## src/rtl/seq_detect_param.sv

```systemverilog
// Parametrised Moore serial pattern detector with overlap control and input-valid qualifier.
// Optional saturating hit counter built when SEQDET_HIT_COUNT_EN is defined.
`timescale 1ns/1ps
module seq_detect_param #(
    parameter int                     PATTERN_LEN = 4,
    parameter logic [PATTERN_LEN-1:0] PATTERN     = 4'b1010,
    parameter int                     CNT_W       = 8,
    localparam int                    SW          = $clog2(PATTERN_LEN + 1)
) (
    input  logic          clk,
    input  logic          reset,
    input  logic          d,
    input  logic          in_valid,
    input  logic          overlap,
    output logic          out,
    output logic [SW-1:0] present,
    output logic [SW-1:0] next
`ifdef SEQDET_HIT_COUNT_EN
    ,
    output logic [CNT_W-1:0] hit_count
`endif
);

    localparam logic [SW-1:0] S_HIT = SW'(PATTERN_LEN);
    localparam int            NTBL  = 2 ** SW;

    typedef logic [SW-1:0] state_t;

    // Longest prefix of PATTERN that is a suffix of (first k pattern bits, then b).
    function automatic state_t trans(input int k, input logic b);
        int   best;
        int   idx;
        logic ok;
        logic sb;
        best = 0;
        for (int len = 1; len <= PATTERN_LEN; len++) begin
            if (len <= k + 1) begin
                ok = 1'b1;
                for (int j = 0; j < len; j++) begin
                    idx = k + 1 - len + j;
                    sb  = (idx < k) ? PATTERN[PATTERN_LEN-1-idx] : b;
                    if (sb != PATTERN[PATTERN_LEN-1-j]) ok = 1'b0;
                end
                if (ok) best = len;
            end
        end
        return SW'(best);
    endfunction

    if (PATTERN_LEN < 2 || PATTERN_LEN > 16 || CNT_W < 1 || CNT_W > 32) begin : g_param_chk
        $error("seq_detect_param: parameter out of legal range");
    end

    state_t w_f0 [NTBL];
    state_t w_f1 [NTBL];

    // Transition table is constant; entries past PATTERN_LEN are unreachable.
    for (genvar k = 0; k < NTBL; k++) begin : g_tbl
        if (k <= PATTERN_LEN) begin : g_live
            localparam state_t F0 = trans(k, 1'b0);
            localparam state_t F1 = trans(k, 1'b1);
            assign w_f0[k] = F0;
            assign w_f1[k] = F1;
        end else begin : g_pad
            assign w_f0[k] = '0;
            assign w_f1[k] = '0;
        end
    end

    state_t r_state;

    always_ff @(posedge clk) begin
        if (reset) begin
            r_state <= '0;
        end else begin
            r_state <= next;
        end
    end

    // Leaving a full match without overlap restarts from the empty prefix.
    always_comb begin
        next = r_state;
        if (in_valid) begin
            if (r_state == S_HIT && !overlap) begin
                next = d ? w_f1[0] : w_f0[0];
            end else begin
                next = d ? w_f1[r_state] : w_f0[r_state];
            end
        end
    end

    assign present = r_state;
    assign out     = (r_state == S_HIT);

`ifdef SEQDET_HIT_COUNT_EN
    logic [CNT_W-1:0] r_cnt;

    always_ff @(posedge clk) begin
        if (reset) begin
            r_cnt <= '0;
        end else if (in_valid && next == S_HIT && r_cnt != {CNT_W{1'b1}}) begin
            r_cnt <= r_cnt + 1'b1;
        end
    end

    assign hit_count = r_cnt;
`endif

endmodule

```

## config.mk

```make
export PLATFORM = sky130hd
export DESIGN_NAME = seq_detect_param
export DESIGN_NICKNAME = d
export VERILOG_FILES = /design/src/rtl/seq_detect_param.sv
export SDC_FILE = /design/constraint.sdc
export NUM_CORES = 1
export LEC_CHECK = 0
export ABC_AREA = 0
export CORE_AREA = 10 10 47 49
export DETAILED_ROUTE_END_ITERATION = 7
export DIE_AREA = 0 0 57 59
export MAX_ROUTING_LAYER = met4
export PLACE_DENSITY = 0.49
export SYNTH_ARGS = -nofsm -noshare
export SYNTH_HDL_FRONTEND = slang
export SYNTH_SLANG_ARGS = --single-unit
```

## constraint.sdc

```tcl
create_clock -name clk -period 1.7 [get_ports clk]
set_input_delay 0.34 -clock clk [delete_from_list [all_inputs] [get_ports clk]]
set_output_delay 0.34 -clock clk [all_outputs]
set_load 0.005 [all_outputs]
```

==> out/results.md, run 1 <==
| Metric | Value |
|---|---|
| Layout cells sized above 1 | 40.0% |
| Flops & latches, synth | 3 |
| Cell with the largest stage delay on the worst path | clkdlybuf4s50_1 |
| Largest cells by area after synthesis | dfxtp_1 (34%), a21oi_1 (8.5%), a211oi_2 (7.1%), nand2b_1 (7.1%), nor3b_2 (7.1%) |
| Floorplan Core Area | 0.00140 sq mm |
| Max Slew Vio Count | 0 |
| Unrepaired setup endpoints after global routing | yes |
| Cell taking the most area after synthesis | dfxtp_1 |
| Design Power | 0.229 mW |
| Last weighted congestion value of the routability-driven placer | 0.636 |
| Cell area after technology mapping | 176 sq um |
| Critical path arrival | 1.33 ns |
| Power per Cell Area | 647 mW/mm^2 |
| Standard-cell row count | 14 |
| R2R Path End | present[1]$_SDFF_PP0_ |
| Quantity of I/O buffers inserted on ports | 11 |
| Main combinational cell family by area after synthesis | simple AND/OR/NAND/NOR gates |
| Final-stage net count | 46 |
| Headroom to the max-slew limit | 87.2% |
| TritonCTS buffer count | 3 |
| Critical Path Fanout Max | 2 |
| CP max stage delay | 0.46 ns |
| Run status | complete, no violations |
| Peak supply drop | 0.000194 V |
| Number of instances on the worst hold path | 2 |
| Type of the worst setup path | in2out |
| Shortest period the worst path allows | 1.67 ns |
| Startpoint of the worst-slack reg-to-reg timing path | present[0]$_SDFF_PP0_ |
| Fmax | 601 MHz |
| Vias in the first global route | 220 |
| Final-report hold violation count | 0 |
| Number of antenna violations at the first check in global routing | 0 |
| Area of all placed cells without fillers | 354 sq um |
| Area share of and/or/nand/nor cells after synthesis | 34.8% |
| Post-detailed-route wirelength per cell | 10.5 um |
| Sequential fraction of the synthesis area | 34.0% |
| Worst Hold Launch | present[0]$_SDFF_PP0_ |
| Total of warnings raised by yosys | 0 |
| Element type at the critical path start | input port |
| End of the worst hold path | present[0]$_SDFF_PP0_ |
| Fillcell total | 173 |
| DPL Wire Length | 466 um |
| Maximum clock insertion buffer count | 2 |
| Commonest non-fill, non-tap cell in the layout | clkdlybuf4s50_1 |
| CP endpoint kind | output pin |
| Share of cell area taken by muxes after synthesis | 0% |
| Synthesized-area fraction occupied by adder cells | 0% |
| Vertical die dimension | 59 um |
| Final antenna-violating net count | 0 |
| Clock root buffer | clkbuf_4 |
| Post-route fraction of the period consumed by the critical path | 98.0% |
| Highest-count cells in the layout ignoring fill and taps | clkdlybuf4s50_1 (5), dlygate4sd2_1 (4), buf_4 (4), a21oi_1 (3), clkbuf_4 (3) |
| Synthesized net count | 26 |
| Latest clock arrival within the worst-skew pair | 0.23 ns |
| Clock tree from TritonCTS | yes |
| IO Pins | 12 |
| Post-DR vias/cell | 3.93 |
| # setup viols final | 0 |
| R2r setup slk | 0.62 ns |
| GRT Resource Usage Total | 3.73% |
| Max-cap violations | 0 |
| Count of vias placed by the detailed router | 220 |
| Synthesized area per cell | 8.40 sq um |
| Starting utilization of the core area | 12.6% |
| Max reg flops | 3 |
| Largest net degree at the start of global routing | 7 |
| Aggregate global routing overflow | 0 |
| Die outline width | 57 um |
| Layout-stage area growth over the synthesis result | 101% |
| Pin slew with the least headroom to its limit | 0.192 ns |
| Syn Inst Count | 21 |
| Post-route DRC violation count | 0 |
| Complex-gate fraction of the synthesized area | 27.0% |
| Cell area after placement | 337 sq um |
| Number of cell instances on the worst register-to-register path | 3 |
| Die Footprint | 0.00336 sq mm |
| First-pass DRT Iterations | 4 |
| H-tree levels | 1 |
| Top cell type's share of synthesized area | 34.0% |
| Path category of the worst min-delay check | reg2reg |
| Final Core Density | 25.3% |
| Count of cell types in the netlist | 14 |
| Number of antenna diodes | 0 |
| Critical Path, Cell by Cell | clkdlybuf4s50_1 > and4b_2 > o21ai_2 > a21oi_1 > buf_2 |
| Setup skew after layout | 0.000506 ns |
| 1st-iter DRT viols | 4 |
| Clock sink count | 3 |
| Wire length reported by the detailed router | 589 um |
| WP data required | 1.36 ns |
| Leakage power | 0.163 nW |
| Clk pin slew, worst setup/hold paths | 0.03 ns |
| Wire length of the first global-routing pass | 910 um |
| XOR/XNOR share of the synthesized area | 0% |
[synthesized netlist by cell type]
library cell	count
a211oi_2	1
a21oi_1	3
and4b_2	1
dfxtp_1	3
inv_1	1
inv_2	1
nand2_1	2
nand2b_1	2
nand3_1	2
nor3b_1	1
nor3b_2	1
o21ai_0	1
o21ai_1	1
o311a_1	1
[worst max path at each step]
stage                          start  endpoint  slack (ns)  cells past startpoint
2_1_floorplan  present[0]$_SDFF_PP0_   next[1]        0.47                      3
3_3_place_gp                       d   next[1]       -0.55                      5
3_5_place_dp                       d   next[1]       -0.54                      5
4_1_cts                      overlap   next[1]       0.002                      5
5_1_grt                      overlap   next[1]       -0.03                      5
6_report                     overlap   next[1]        0.03                      5
[timing repair]
action                                  4_1_cts  5_1_grt
resized for setup                            13        2
pin swaps                                     1        4
buffers inserted                              0        0
endpoints found under the setup margin        4        3
hold buffers                                  0        0
[per-layer routing]
layer,routed length (um),global-route usage (%),vias to the layer above
met4,0,4.03,0
li1,-,-,115
met1,284,4.04,93
met5,0,-,-
met3,84,2.58,0
met2,219,4.03,12
[metrics by stage]
step	cells	TNS, ns	setup WS (ns)	hold slack [ns]
floorplan	21	0	0.471	0.405
global route	56	-0.0302	-0.0302	0.558
CTS	56	0	0.00168	0.526
global placement	52	-1.24	-0.553	0.530
finish	56	0	0.0348	0.524
detailed placement	52	-1.18	-0.535	0.544
[cell type report]
type	instances	area, sq um	share of cell area, %
flip-flops and latches	3	62.6	17.7
clock buffers	4	26.3	7.42
repair buffers	15	125	35.3
well taps	16	20.0	5.65
inverters	2	7.51	2.12
multi-input cells	16	113	31.8
[critical path, delay by kind of cell]
kind / cells / cell delay, ns
AO/OA/AOI/OAI: 2 / 0.17
buffers and inverters: 2 / 0.58
AND/OR/NAND/NOR: 1 / 0.23
[cells by family (layout without fill, tap and decap cells)]
family          count (synthesis)  count (layout)
buf+inv                         2              21
flops                           3               3
compound gates                  7               7
simple gates                    9               9
[power by group]
group | switching (mW) | leakage [nW] | total [mW] | internal [mW]
registers | 0.00255 | 0.0253 | 0.0757 | 0.0731
clock network | 0.0341 | 0.0150 | 0.122 | 0.0878
logic | 0.0125 | 0.123 | 0.0316 | 0.0192
Power figures use the tool's default switching activity.
==> run 2: changes to the inputs <==
--- a/config.mk
+++ b/config.mk
@@ -6,9 +6,9 @@
 export NUM_CORES = 1
 export LEC_CHECK = 0
 export ABC_AREA = 0
-export CORE_AREA = 10 10 47 49
+export CORE_AREA = 2 2 39 41
 export DETAILED_ROUTE_END_ITERATION = 7
-export DIE_AREA = 0 0 57 59
+export DIE_AREA = 0 0 41 43
 export MAX_ROUTING_LAYER = met4
 export PLACE_DENSITY = 0.49
 export SYNTH_ARGS = -nofsm -noshare
==> run 2 against run 1 <==
  * Critical path depth unchanged
  * Global-route usage increased by 5.5 points
  * Via count increased by 19%
  * Combinational power increased by 56%
  * Total power increased by 9.6%
  * Flip-flop and latch count unchanged
  * Count of clock-buffer cells in the layout unchanged
  * Die area decreased by 48%
  * Final cell count increased by 14%
  * Sequential share of layout area decreased by 3.2 points
  * Utilization increased by 7.3 points
  * Critical path type is now reg2out
  * Highest routed layer unchanged
==> out/results.md, run 2 (synthesized netlist as in run 1, its figures left out) <==
| Metric | Value |
|---|---|
| Post-route fraction of the period consumed by the critical path | 95.2% |
| Post-Place Cells | 54 |
| R2r setup slk | 0.08 ns |
| First-pass DRT Iterations | 2 |
| Highest-count cells in the layout ignoring fill and taps | buf_4 (12), clkdlybuf4s50_1 (4), clkbuf_4 (3), dlygate4sd2_1 (3) |
| Critical path arrival | 1.28 ns |
| Layout-stage area growth over the synthesis result | 155% |
| Die outline width | 41 um |
| Type of the worst setup path | reg2out |
| Max Slew Vio Count | 0 |
| Clock tree from TritonCTS | yes |
| Pin slew with the least headroom to its limit | 0.243 ns |
| Max reg flops | 3 |
| H-tree levels | 1 |
| Power per Cell Area | 558 mW/mm^2 |
| Fmax | 618 MHz |
| Non-filler cells in the finished layout | 64 |
| Quantity of I/O buffers inserted on ports | 11 |
| Wire length reported by the detailed router | 670 um |
| TritonCTS buffer count | 3 |
| Final-stage net count | 54 |
| Wire length of the first global-routing pass | 1040 um |
| Minimum hold slack | 0.559 ns |
| Number of antenna diodes | 0 |
| Latest clock arrival within the worst-skew pair | 0.23 ns |
| Leakage power | 0.210 nW |
| Vertical die dimension | 43 um |
| Post-DR vias/cell | 4.08 |
| Clock sink count | 3 |
| Run status | complete, no violations |
| Final Core Density | 32.5% |
| Last weighted congestion value of the routability-driven placer | 0.599 |
| # setup viols final | 0 |
| Commonest non-fill, non-tap cell in the layout | buf_4 |
| Shortest period the worst path allows | 1.62 ns |
| IO Pins | 12 |
| Layout cells sized above 1 | 58.3% |
| Final-report hold violation count | 0 |
| Starting utilization of the core area | 12.7% |
| DPL Wire Length | 397 um |
| Floorplan Core Area | 0.00138 sq mm |
| Clock root buffer | clkbuf_4 |
| 1st-iter DRT viols | 7 |
| GRT Resource Usage Total | 9.25% |
| Largest net degree at the start of global routing | 7 |
| Final antenna-violating net count | 0 |
| Maximum clock insertion buffer count | 2 |
| Design Power | 0.251 mW |
| Clk pin slew, worst setup/hold paths | 0.04 ns |
| Headroom to the max-slew limit | 83.8% |
| Post-route DRC violation count | 0 |
| Post-detailed-route wirelength per cell | 10.5 um |
| Unrepaired setup endpoints after global routing | no |
| Post-Route M1 WL | 253 um |
| Max-cap violations | 0 |
| WP data required | 1.36 ns |
| Max layer used | met3 |
| Number of antenna violations at the first check in global routing | 0 |
| Setup skew after layout | 0.00461 ns |
| Path category of the worst min-delay check | reg2reg |
| Element type at the critical path start | register |
| Critical Path Fanout Max | 5 |
| Vias in the first global route | 246 |
| Die Footprint | 0.00176 sq mm |
| Wire length on met3 | 60 um |
| CP endpoint kind | output pin |
| Total length of routed met2 wires | 357 um |
| Area of all placed cells without fillers | 450 sq um |
| Standard-cell row count | 14 |
| Count of vias placed by the detailed router | 261 |
| Aggregate global routing overflow | 0 |
| Peak supply drop | 0.000254 V |
| Cell area after placement | 352 sq um |
[run 2: critical path, cell delays in order, from the launching register on]
cell and delay, ns:
dfxtp_4 0.35, buf_4 0.11, nor3b_4 0.21, nand3_2 0.10, nand2_1 0.08, clkdlybuf4s15_1 0.20
[run 2: final timing paths]
check                                            from                     to  depth (start not counted)
worst min-delay path            present[1]$_SDFF_PP0_  present[2]$_SDFF_PP0_                          2
worst max-delay path            present[0]$_SDFF_PP0_                next[2]                          5
worst max register to register  present[0]$_SDFF_PP0_  present[0]$_SDFF_PP0_                         10
worst min register to register  present[1]$_SDFF_PP0_  present[2]$_SDFF_PP0_                          2
[run 2: per-layer routing]
| layer | vias to the layer above | global-route usage [%] |
|---|---|---|
| met3 | 0 | 3.14 |
| met2 | 8 | 12.5 |
| met5 | - | - |
| met1 | 123 | 11.2 |
| li1 | 130 | - |
| met4 | 0 | 6.00 |
[run 2: per-stage QoR]
| stage | worst slack, ns | setup TNS [ns] |
|---|---|---|
| final | 0.0811 | 0 |
| after floorplan | 0.471 | 0 |
| after global placement | -0.536 | -1.19 |
| after CTS | -0.00309 | -0.00309 |
| after global routing | 0.00363 | 0 |
| after detailed placement | -0.543 | -1.18 |
[run 2: timing repair]
action                     in CTS  in global routing
buffers inserted                6                  1
gates resized for setup        20                  3
setup endpoints to repair       4                  2
pin swaps                       3                  5
gates cloned                    0                  0
hold buffers                    0                  0
[run 2: power breakdown]
part	switching (mW)	internal, mW	total (mW)
Sequential	0.00298	0.0722	0.0751
Combinational	0.0177	0.0316	0.0492
Clock	0.0387	0.0881	0.127
[run 2: cell type report]
class | instances | area, sq um
multi-input combinational | 16 | 136
sequential | 3 | 65.1
clock buffer | 4 | 26.3
tap | 16 | 20.0
timing repair buffer | 23 | 195
inverter | 2 | 7.51
fill | 153 | 933
